`src/rtl/audio_pkg.sv`:
```
// Shared constants for the codec ADC capture path.
package audio_pkg;

  localparam int unsigned DATA_WIDTH_DEFAULT = 24;
  localparam int unsigned FIFO_DEPTH_DEFAULT = 4;

  // LRCK level meaning.
  localparam logic CH_LEFT  = 1'b0;
  localparam logic CH_RIGHT = 1'b1;

  // Bits needed for a counter that must reach `width` itself.
  function automatic int unsigned count_width(input int unsigned width);
    return $clog2(width + 1);
  endfunction

endpackage

```
`src/rtl/audio_sample_fifo.sv`:
```
// Show-ahead synchronous FIFO holding stereo sample pairs.
module audio_sample_fifo
  import audio_pkg::*;
#(
  parameter int unsigned Width = 2 * DATA_WIDTH_DEFAULT,
  parameter int unsigned Depth = FIFO_DEPTH_DEFAULT
) (
  input  logic             clk_i,
  input  logic             rst_ni,
  input  logic             push_i,
  input  logic [Width-1:0] data_i,
  input  logic             pop_i,
  output logic [Width-1:0] data_o,
  output logic             full_o,
  output logic             empty_o
);

  localparam int unsigned AddrW = $clog2(Depth);
  localparam int unsigned PtrW  = AddrW + 1;

  logic [PtrW-1:0]  wr_ptr_q, wr_ptr_d;
  logic [PtrW-1:0]  rd_ptr_q, rd_ptr_d;
  logic [Width-1:0] mem_q [Depth];
  logic             do_push, do_pop;

  assign empty_o = (wr_ptr_q == rd_ptr_q);
  assign full_o  = (wr_ptr_q[AddrW] != rd_ptr_q[AddrW]) &&
                   (wr_ptr_q[AddrW-1:0] == rd_ptr_q[AddrW-1:0]);

  // A push into a full FIFO is accepted only when the head leaves on the same edge.
  assign do_pop  = pop_i & ~empty_o;
  assign do_push = push_i & (~full_o | do_pop);

  assign data_o = mem_q[rd_ptr_q[AddrW-1:0]];

  // Pointer next-state.
  always_comb begin
    wr_ptr_d = wr_ptr_q;
    rd_ptr_d = rd_ptr_q;
    if (do_push) wr_ptr_d = wr_ptr_q + PtrW'(1);
    if (do_pop)  rd_ptr_d = rd_ptr_q + PtrW'(1);
  end

  // Pointer registers.
  always_ff @(posedge clk_i or negedge rst_ni) begin
    if (!rst_ni) begin
      wr_ptr_q <= '0;
      rd_ptr_q <= '0;
    end else begin
      wr_ptr_q <= wr_ptr_d;
      rd_ptr_q <= rd_ptr_d;
    end
  end

  // Storage; cleared so the head reads zero out of reset.
  always_ff @(posedge clk_i or negedge rst_ni) begin
    if (!rst_ni) begin
      for (int unsigned i = 0; i < Depth; i++) mem_q[i] <= '0;
    end else if (do_push) begin
      mem_q[wr_ptr_q[AddrW-1:0]] <= data_i;
    end
  end

endmodule

```
`src/rtl/audio_adc_receiver.sv`:
```
// I2S ADC receiver: synchronizes the codec lines, deserializes left/right words
// and queues complete stereo pairs for a valid/ready consumer.
module audio_adc_receiver
  import audio_pkg::*;
#(
  parameter int unsigned DATA_WIDTH = DATA_WIDTH_DEFAULT,
  parameter int unsigned FIFO_DEPTH = FIFO_DEPTH_DEFAULT
) (
  input  logic                  clock,
  input  logic                  reset,
  input  logic                  aud_bclk,
  input  logic                  aud_adclrck,
  input  logic                  aud_adcdat,
  output logic                  out_valid,
  input  logic                  out_ready,
  output logic [DATA_WIDTH-1:0] out_left,
  output logic [DATA_WIDTH-1:0] out_right,
  output logic                  overflow,
  input  logic                  clear_overflow
);

  localparam int unsigned CntW = count_width(DATA_WIDTH);

  logic bclk_s1_q, bclk_s2_q, bclk_prev_q;
  logic lrck_s1_q, lrck_s2_q;
  logic dat_s1_q, dat_s2_q;

  logic [CntW-1:0]         bit_count_q, bit_count_d;
  logic [DATA_WIDTH-1:0]   shift_q, shift_d;
  logic [DATA_WIDTH-1:0]   left_hold_q, left_hold_d;
  logic [2*DATA_WIDTH-1:0] pair_q, pair_d;
  logic lrck_last_q, lrck_last_d;
  logic aligned_q, aligned_d;
  logic done_q, done_d;
  logic left_ok_q, left_ok_d;
  logic push_q, push_d;
  logic overflow_q, overflow_d;

  logic                    bclk_rise, word_full;
  logic                    fifo_full, fifo_empty, pop, drop;
  logic [2*DATA_WIDTH-1:0] fifo_data;

  // Two-flop synchronizers plus a history flop on bclk for edge detection.
  always_ff @(posedge clock or negedge reset) begin
    if (!reset) begin
      bclk_s1_q   <= 1'b0;
      bclk_s2_q   <= 1'b0;
      bclk_prev_q <= 1'b0;
      lrck_s1_q   <= 1'b0;
      lrck_s2_q   <= 1'b0;
      dat_s1_q    <= 1'b0;
      dat_s2_q    <= 1'b0;
    end else begin
      bclk_s1_q   <= aud_bclk;
      bclk_s2_q   <= bclk_s1_q;
      bclk_prev_q <= bclk_s2_q;
      lrck_s1_q   <= aud_adclrck;
      lrck_s2_q   <= lrck_s1_q;
      dat_s1_q    <= aud_adcdat;
      dat_s2_q    <= dat_s1_q;
    end
  end

  assign bclk_rise = bclk_s2_q & ~bclk_prev_q;
  assign word_full = (bit_count_q == CntW'(DATA_WIDTH));

  // Deserializer and pair assembly next-state.
  always_comb begin
    bit_count_d = bit_count_q;
    shift_d     = shift_q;
    left_hold_d = left_hold_q;
    pair_d      = pair_q;
    lrck_last_d = lrck_last_q;
    aligned_d   = aligned_q;
    done_d      = done_q;
    left_ok_d   = left_ok_q;
    push_d      = 1'b0;

    // Word completion is handled once, the cycle after its last bit lands.
    if (aligned_q && word_full && !done_q) begin
      done_d = 1'b1;
      if (lrck_last_q == CH_LEFT) begin
        left_hold_d = shift_q;
        left_ok_d   = 1'b1;
      end else if (lrck_last_q == CH_RIGHT) begin
        if (left_ok_q) begin
          push_d = 1'b1;
          pair_d = {left_hold_q, shift_q};
        end
        left_ok_d = 1'b0;
      end
    end

    if (bclk_rise) begin
      if (lrck_s2_q != lrck_last_q) begin
        // Channel start: this bit is the I2S delay slot and carries no data.
        lrck_last_d = lrck_s2_q;
        bit_count_d = '0;
        aligned_d   = 1'b1;
        done_d      = 1'b0;
        // A truncated word breaks the pair; never join halves of different frames.
        if (!word_full) left_ok_d = 1'b0;
      end else if (aligned_q && !word_full) begin
        shift_d     = {shift_q[DATA_WIDTH-2:0], dat_s2_q};
        bit_count_d = bit_count_q + CntW'(1);
      end
    end
  end

  // Deserializer registers.
  always_ff @(posedge clock or negedge reset) begin
    if (!reset) begin
      bit_count_q <= '0;
      shift_q     <= '0;
      left_hold_q <= '0;
      pair_q      <= '0;
      lrck_last_q <= CH_LEFT;
      aligned_q   <= 1'b0;
      done_q      <= 1'b0;
      left_ok_q   <= 1'b0;
      push_q      <= 1'b0;
    end else begin
      bit_count_q <= bit_count_d;
      shift_q     <= shift_d;
      left_hold_q <= left_hold_d;
      pair_q      <= pair_d;
      lrck_last_q <= lrck_last_d;
      aligned_q   <= aligned_d;
      done_q      <= done_d;
      left_ok_q   <= left_ok_d;
      push_q      <= push_d;
    end
  end

  assign out_valid = ~fifo_empty;
  assign pop       = out_valid & out_ready;
  assign drop      = push_q & fifo_full & ~pop;

  audio_sample_fifo #(
    .Width(2 * DATA_WIDTH),
    .Depth(FIFO_DEPTH)
  ) u_fifo (
    .clk_i  (clock),
    .rst_ni (reset),
    .push_i (push_q),
    .data_i (pair_q),
    .pop_i  (pop),
    .data_o (fifo_data),
    .full_o (fifo_full),
    .empty_o(fifo_empty)
  );

  assign {out_left, out_right} = fifo_data;

  // Sticky overflow; a drop in the same cycle wins over the clear.
  always_comb begin
    overflow_d = overflow_q;
    if (clear_overflow) overflow_d = 1'b0;
    if (drop)           overflow_d = 1'b1;
  end

  // Overflow register.
  always_ff @(posedge clock or negedge reset) begin
    if (!reset) overflow_q <= 1'b0;
    else        overflow_q <= overflow_d;
  end

  assign overflow = overflow_q;

endmodule

```
`config.mk`:
```
export PLATFORM = sky130hd
export DESIGN_NAME = audio_adc_receiver
export DESIGN_NICKNAME = d
export VERILOG_FILES = /design/src/rtl/audio_pkg.sv /design/src/rtl/audio_sample_fifo.sv /design/src/rtl/audio_adc_receiver.sv
export SDC_FILE = /design/constraint.sdc
export NUM_CORES = 1
export LEC_CHECK = 0
export ABC_AREA = 1
export BUFFER_PORTS_ARGS = -buffer_cell sky130_fd_sc_hd__buf_4
export CAP_MARGIN = 20
export CORE_AREA = 2 2 123 185
export DETAILED_ROUTE_END_ITERATION = 10
export DIE_AREA = 0 0 125 187
export GPL_TIMING_DRIVEN = 0
export PLACE_DENSITY_LB_ADDON = 0.15
export SYNTH_ARGS = -nofsm -noshare
export SYNTH_HDL_FRONTEND = slang
export SYNTH_HIERARCHICAL = 1
export SYNTH_SLANG_ARGS = --single-unit
```
`constraint.sdc`:
```
create_clock -name clock -period 5.5 [get_ports clock]
set_clock_uncertainty 0.15 [all_clocks]
set_input_delay 0.55 -clock clock [delete_from_list [all_inputs] [get_ports clock]]
set_output_delay 0.55 -clock clock [all_outputs]
set_load 0.05 [all_outputs]
```
[Word-level counts from Yosys, hierarchy flattened]
Cells that the tools add are included.
Storage, ports and cells
  logic and storage cells: 84
  register bits after elaboration: 312
Operators by class
  equal/unequal tests: 5
  add/subtract/negate cells: 3
  muxes and demuxes: 21
  bitwise gates (word level): 15
  reductions and logical operators: 14
  $lt $le $gt $ge: 3
Operator list (count)
  $bwmux W192: 1
  $mux W48: 3
  $bmux W48 S2: 1
  $demux W48 S2: 1
  $mux W1: 13
  $mux W5: 2
  $add A3 B1 Y3 const B: 2
  $and A1 B1 Y1: 6
  $ge A3 B3 Y1 const B: 2
  $not A1 Y1: 6
  $not A2 Y3: 2
  $reduce_and A2 Y1: 3
  $reduce_and A3 Y1: 2
  $add A5 B1 Y5 const B: 1
  $eq A5 B5 Y1 const B: 1
  $logic_and A1 B1 Y1: 5
  $reduce_bool A2 Y1: 2
  $eq A3 B3 Y1: 1
  $lt A3 B1 Y1 const B: 1
  $eq A2 B2 Y1: 1
  $logic_not A1 Y1: 2
  $ne A1 B1 Y1: 2
  $or A1 B1 Y1: 1

[Depth between registers and ports, before layout]
Gate-level depths: netlist of the first run.
  depth in word-level cells: 7
  gate-level depth with buffers: 14
  mapped depth without buffers: 11

[By module]
Netlist of the first run, hierarchy kept.
Modules (own cells, without submodules)
  audio_sample_fifo: times used 1, cells each 1177, area each 9614.2 sq um, sequential area each 4954.8 sq um
  audio_adc_receiver: times used 1, cells each 431, area each 4279.1 sq um, sequential area each 2852.7 sq um

[Worst setup path before layout of the first run]
OpenSTA, ideal clock, no wires.
  kind: flip-flop to output port
  start point: register u_fifo.rd_ptr_q[0]
  end point: output out_left[0]
  slack: 2918 ps
  required time: 4800 ps
  path buffers: 3
  cell stages (with the launch flop): 7
  arrival time: 1882 ps
  path through: dfrtp_1 buf_4 clkinv_1 clkbuf_1 buf_2 nor2_1 o22ai_1
Between the ends
  longest elaborated chain between the ends: 4
RTL lines
  start, declared: line audio_sample_fifo.sv:22  | logic [PtrW-1:0] rd_ptr_q, rd_ptr_d;
  start signal, assigned: line audio_sample_fifo.sv:51  | rd_ptr_q <= rd_ptr_d;
  $not A2 Y3 (not written as such): line audio_sample_fifo.sv:34  | assign data_o = mem_q[rd_ptr_q[AddrW-1:0]];
  $bmux W48 S2: line audio_sample_fifo.sv:34
  $mux W48 (not written as such) (2 in series): line audio_sample_fifo.sv:34
  end, declared: line audio_adc_receiver.sv:16  | output logic [DATA_WIDTH-1:0] out_left,
Every way passes these cells. The select of a mux whose other input is x is not followed.

[Worst setup path after layout of the first run]
  start point: register u_fifo.rd_ptr_q[1]
  end point: output out_right[18]
Between the ends
  longest elaborated chain between the ends: 4
RTL lines
  $not A2 Y3 (not written as such): line audio_sample_fifo.sv:34
  $bmux W48 S2: line audio_sample_fifo.sv:34
  $mux W48 (not written as such) (2 in series): line audio_sample_fifo.sv:34
  end, declared: line audio_adc_receiver.sv:17  | output logic [DATA_WIDTH-1:0] out_right,
Every way passes these cells. The select of a mux whose other input is x is not followed.

==> results_dict.tcl, run 1 <==
set metrics [dict create \
    initial_core_util_pct 63.26 \
    grt_pass1_vias 12123 \
    whs_endpoint "overflow" \
    wire_per_inst_microns 21.19 \
    cts-buffers-inserted 30 \
    grt_max_degree 122 \
    setup_viol_count_final 0 \
    hp-start "clear_overflow" \
    cp.arrival_ns 3.09 \
    crit_type "reg2out" \
    die_h_microns 187 \
    synth.yosys.seq_area_share_pct 56.20 \
    vias_per_cell 6.285 \
    slew_violations 0 \
    drc 0 \
    numPortBuffers 56 \
    max-cap-violations 0 \
    synth_top_area_cell "dfrtp_1" \
    rr_startpoint "u_fifo/rd_ptr_q[1]" \
    cts_tree "built" \
    whs_ns 0.02176 \
    grt_pass1_wl_mm 66.45 \
    ant_nets 0 \
    grt.overflow.total 0 \
    diodes 0 \
    synth_edf_count 0 \
    h-tree-depth 1 \
    hold_depth 2 \
    place_area_sq_um 14720 \
    globalplace.congestion 0.9595 \
    num_rows 67 \
    avgSynthCellArea_sq_um 8.640 \
    grt.total_usage_pct 36.15 \
    wirelength_mm 42.37 \
    drt_first_pass_iters 5 \
    nFillCells 1699 \
    yosysWarnings 6 \
    rrSetupSlack_ns 2.86 \
    area_growth_pct 13.72 \
    die_w_microns 125 \
    drive_gt1_share_pct 10.09 \
    cts_sinks 312 \
    layout.cells.non_filler 2000 \
    p_per_area_nw_per_um2 295.2 \
    hold_path_class "in2reg" \
    yosysMostFrequentCell "nand2_1" \
    peakVddDrop_uv 269.9 \
    syn_nets 1622 \
    final_nets 1716 \
    status "finished clean" \
    clockBufferDepth 3 \
    dp_cells 1942 \
    p_total_mw 4.664 \
    rr_endpoint "u_fifo/mem_q[164]" \
    clk_latency_ns 0.57 \
    async_reset_ff_share_pct 100.0 \
    vias 12570 \
    synth_ff_type "dfrtp_1" \
    core_area_sq_um 21960 \
    crit_required_ns 4.80 \
    initialDrtViolationCount 1517 \
    fin_area_sq_um 15800 \
    rsz0062_at_grt "false" \
    endpoint_kind "output port" \
    die_area_sq_um 23380 \
    antenna_found_initial 0 \
    period_needed_ns 3.794 \
    fin_crit_sh_pct 68.99 \
    cts_root_buf "clkbuf_16" \
    tightest_slew_ns 0.8879 \
    synth.area.top_cells "dfrtp_1 (56%), nand2_1 (15%), nand4_1 (8.8%)" \
    path_clk_slew_ns 0.07 \
    synth_cell_types 28 \
    worstPathMaxFanout 10 \
    setup_tns_ns 0 \
    netlist.area_leader.share_pct 56.20 \
    power_leakage_nw 8.154 \
    hpwl_mm 28.62 \
    syn_area_sq_um 13890 \
    synth.ff_latch_count 312 \
    r2r_cells 13 \
    relSlewSlack_pct 40.81 \
    fmax_mhz 263.6 \
    cp-start-kind "flop" \
    io_pins 57 \
    hold_viol_final 0 \
    ys_top_cells_by_count "nand2_1 (562), dfrtp_1 (312), nand4_1 (196), nor2_1 (100), o21ai_0 (97)" \
    netlist_instances 1608 \
]
-- through the flow --
stage	utilization [%]	setup WS [ns]
after floorplan	-	2.918
after global placement	66.74	0.9879
after detailed placement	67.03	2.480
after CTS	71.93	1.828
after global routing	71.93	1.700
final	71.93	1.706
-- timing repair --
action                                 CTS  global route
endpoints found under the hold margin   84             0
hold buffers                             4             0
setup endpoints to repair                0             0
buffers inserted                         0             0
resized for setup                        0             0
-- worst max path at each step --
stage,start,end,slack [ns],cells after the start
after floorplan,u_fifo/rd_ptr_q[0],out_left[0],2.92,6
after global placement,reset,u_fifo/mem_q[155],0.99,1
after detailed placement,u_fifo/rd_ptr_q[0],out_right[18],2.48,6
after CTS,u_fifo/rd_ptr_q[1],out_right[18],1.83,6
after global routing,u_fifo/rd_ptr_q[1],out_right[18],1.70,6
final,u_fifo/rd_ptr_q[1],out_right[18],1.71,6
-- where the power goes --
| group | switching (mW) | leakage [nW] | total, mW | internal, mW |
|---|---|---|---|---|
| combinational | 0.116 | 3.31 | 0.148 | 0.0323 |
| sequential | 0.0169 | 4.33 | 2.34 | 2.32 |
| clock | 0.903 | 0.512 | 2.17 | 1.27 |
| total | 1.04 | 8.15 | 4.66 | 3.63 |
-- cells by family (layout without fill, tap and decap cells) --
group	Yosys count	count (layout)	synth area share, %
AO/OA/AOI/OAI	226	226	8.736
XOR/XNOR	7	7	0.4953
adder cells (fa/ha/maj)	7	7	0.6304
buffers and inverters	180	296	6.250
flip-flops	312	312	56.20
AND/OR/NAND/NOR	876	876	27.69
-- registers in the layout (all words and copies together) (netlist names), 3 cells and up --
| signal | count |
|---|---|
| shift_q | 24 |
| u_fifo/wr_ptr_q | 3 |
| bit_count_q | 5 |
| u_fifo/rd_ptr_q | 3 |
| u_fifo/mem_q | 192 |
| pair_q | 48 |
| left_hold_q | 24 |
-- worst max-delay path: stages (launching register included) --
cell	delay, ns
dfrtp_1	0.46
inv_2	0.10
clkbuf_1	0.52
clkbuf_1	0.61
o21ai_0	0.26
o22ai_1	0.30
buf_4	0.26
-- layer usage --
layer / routed length (microns) / vias to the layer above / track usage, %
li1: - / 5612 / -
met1: 15190 / 6027 / 44.90
met2: 20560 / 743 / 58.93
met3: 3607 / 188 / 5.778
met4: 3020 / 0 / 23.42
met5: 0 / - / 0
-- cell type report --
| cell class | instances | area (sq um) | area share [%] |
|---|---|---|---|
| Inverter | 45 | 168.9 | 1.069 |
| Clock buffer | 41 | 852.1 | 5.393 |
| Clock inverter | 13 | 185.2 | 1.172 |
| Tap cell | 276 | 345.3 | 2.186 |
| Timing Repair Buffer | 62 | 523.0 | 3.310 |
| Buffer | 135 | 699.4 | 4.427 |
| Multi-Input combinational cell | 1116 | 5218 | 33.02 |
| Sequential cell | 312 | 7807 | 49.42 |
-- cell usage in the layout, fill, tap and decap left out, types with 19 or more instances in the layout --
cell type  instances
nand4_1          196
dfrtp_1          312
clkbuf_16         30
buf_4             74
o22ai_1           49
nand2_1          562
o21ai_1           73
buf_2             19
clkbuf_1          76
inv_1             40
nor2_1           100
o21ai_0           97
No activity file was read; power rests on OpenSTA's default activity.
==> run 2: changes to the inputs <==
Settings changed: ABC_AREA 1 to 0, CORE_AREA 2 2 123 185 to 2 2 130 195, DIE_AREA 0 0 125 187 to 0 0 132 197.
Clock period 5.5 ns to 3.35 ns, I/O delays scaled along.
==> run 2 against run 1 <==
  * Total power grew 87%
  * Global-route usage shrank 14 points
  * Die area grew 11%
  * Register-to-register slack lost 2.7 ns
  * Final area shrank 3.0%
  * First-iteration DRC count shrank 80%
  * Clock power grew 70%
  * Critical endpoint is now u_fifo/mem_q[99]
==> results_dict.tcl, run 2 <==
set metrics [dict create \
    status "finished clean" \
    reg_top3 "u_fifo/mem_q x192, pair_q x48" \
    cts_root_buf "clkbuf_16" \
    endpoint_kind "flop" \
    path_clk_slew_ns 0.06 \
    relSlewSlack_pct 38.91 \
    globalplace.congestion 0.7533 \
    cts-buffers-inserted 30 \
    antenna_found_initial 0 \
    synth.ff_latch_count 312 \
    path_cells "buf_2 -> xor2_4 -> clkbuf_2 -> or2_2 -> nor2_1 -> nor2b_2 -> o41ai_4 -> buf_4 -> buf_6 -> mux2_1" \
    syn_nets 805 \
    slowest_stage "o41ai_4" \
    post-route-util_pct 63.18 \
    die_area_sq_um 26000 \
    vias_per_cell 5.729 \
    numPortBuffers 56 \
    clk_latency_ns 0.56 \
    grt.overflow.total 0 \
    synth_edf_count 0 \
    largest_reg_flops 192 \
    async_reset_ff_share_pct 100.0 \
    netlist_instances 791 \
    avgSynthCellArea_sq_um 16.68 \
    initial_core_util_pct 54.40 \
    die_h_microns 197 \
    hold_path_class "in2reg" \
    synth_cell_types 46 \
    clockBufferDepth 3 \
    io_pins 57 \
    initialDrtViolationCount 300 \
    synth_ff_type "dfrtp_1" \
    fmax_mhz 316.4 \
    synth.area.top_cells "dfrtp_1 (59%), mux2_2 (17%), mux4_2 (8.2%)" \
    setup_tns_ns 0 \
    nFillCells 1761 \
    ant_nets 0 \
    grt_max_degree 127 \
    h-tree-depth 1 \
    die_w_microns 132 \
    worstPathMaxFanout 10 \
    ys_top_cells_by_count "dfrtp_1 (312), mux2_2 (200), mux2_1 (90), mux4_2 (48), buf_2 (18)" \
    r2r_cells 10 \
    vias 7070 \
    tightest_slew_ns 0.9164 \
    core_area_sq_um 24260 \
    drive_gt1_share_pct 45.16 \
    drc 0 \
    cts_tree "built" \
    power_leakage_nw 7.726 \
    wirelength_mm 26.96 \
    synth.yosys.seq_area_share_pct 59.16 \
    grt.total_usage_pct 21.74 \
    drt_first_pass_iters 4 \
    yosysMostFrequentCell "dfrtp_1" \
    ff_latch_area_sq_um 7807 \
    wire_per_inst_microns 21.84 \
    slew_violations 0 \
    place_ws_ns -0.09629 \
    max-cap-violations 0 \
    crit_type "reg2reg" \
    cts_sinks 312 \
    top_register "u_fifo/mem_q" \
    final_common_cell "dfrtp_1" \
    setup_ws_ns 0.1896 \
    cp.arrival_ns 3.43 \
    cp_slowest_stage_delay_ns 0.42 \
    grt_pass1_vias 8012 \
    diodes 0 \
    synth_top_area_cell "dfrtp_1" \
    multi_input_area_sq_um 5122 \
    final_nets 902 \
    hpwl_mm 18.36 \
    hold_viol_final 0 \
    hold_depth 3 \
    period_needed_ns 3.160 \
    yosysWarnings 6 \
    syn_area_sq_um 13200 \
    p_per_area_nw_per_um2 570.3 \
    final_cell_mix "dfrtp_1 (312), mux2_2 (200), mux2_1 (90), buf_4 (63), mux4_2 (48)" \
    peakVddDrop_uv 409.5 \
    netlist.area_leader.share_pct 59.16 \
    area_growth_pct 16.14 \
    crit_required_ns 3.62 \
    fin_crit_sh_pct 94.34 \
    cp-start-kind "flop" \
    grt_pass1_wl_mm 44.27 \
    setup_viol_count_final 0 \
    rsz0062_at_grt "false" \
    num_rows 70 \
]
run 2: cell count changes after synthesis, moves of 32 or more:
cell      before  now
inv_1         40    8
nand2_1      562   13
nand4_1      196    3
o22ai_1       49    4
mux4_2         0   48
o21ai_1       73    0
clkbuf_1      71    8
mux2_2         0  200
o21ai_0       97    0
nor2_1       100    7
mux2_1         0   90
run 2: routing by layer:
layer / vias up / part of all wire, % / global-route usage, %
met1: 3802 / 40 / 26.50
met2: 104 / 55 / 40.22
li1: 3113 / - / -
met3: 51 / 3.0 / 2.855
met5: - / 0 / 0
met4: 0 / 2.5 / 6.522
run 2: path summary, 6_finish.rpt:
check                                    to                from  slack [ns]
max                        u_fifo/mem_q[99]  u_fifo/rd_ptr_q[1]        0.19
min                                overflow           out_ready        0.17
max in group asynchronous  u_fifo/mem_q[98]               reset        1.33
min in group asynchronous  u_fifo/mem_q[87]               reset        0.32
min reg2reg                        dat_s2_q            dat_s1_q        0.20
max reg2reg                u_fifo/mem_q[99]  u_fifo/rd_ptr_q[1]        0.19
run 2: where the power goes:
part | switching (mW) | internal (mW) | leakage, nW
sequential | 0.0798 | 3.85 | 4.31
clock | 1.40 | 2.28 | 0.532
combinational | 0.716 | 0.422 | 2.89
run 2: logic make-up (layout without fill, tap and decap cells):
group / after synthesis / after routing / synth area share (%)
buffers and inverters: 54 / 173 / 2.531
xor gates and xnor gates: 5 / 5 / 0.5310
muxes: 339 / 339 / 33.01
adders and majority gates: 7 / 7 / 0.6636
AOI/OAI and AO/OA: 25 / 25 / 1.716
DFF: 312 / 312 / 59.16
and+or+nand+nor: 49 / 49 / 2.389
run 2: layout make-up:
class / count / share of cell area (%)
clock inverters: 12 / 1.673
clock buffers: 42 / 5.453
multi-input cells: 425 / 33.42
well taps: 324 / 2.645
flip-flops and latches: 312 / 50.94
plain buffers: 46 / 2.098
inverters: 8 / 0.1959
repair buffers: 65 / 3.576
run 2: critical path: cells and delay by family (launching register included):
kind            cells  cell delay [ns]
xor+xnor            1             0.25
simple gates        3             0.62
buf+inv             4             0.86
mux                 1             0.35
compound gates      1             0.42
flops               1             0.38
run 2: through the flow:
step	power, mW	area (sq um)	hold WS [ns]	std cells
6_report	8.741	15330	0.1692	1234
5_1_grt	9.087	15330	0.1563	1234
4_1_cts	8.829	15300	0.1339	1234
3_5_place_dp	5.097	14090	0.1879	1173
3_3_place_gp	5.039	14020	0.1867	1171
2_1_floorplan	4.722	13200	-0.1106	791
run 2: timing repair:
action                                  4_1_cts  5_1_grt
endpoints found under the setup margin      111      179
gates resized for setup                       8       11
pin swaps                                     0        3
buffers inserted                              2        0
hold endpoints to repair                    129        0
hold buffers                                  5        0
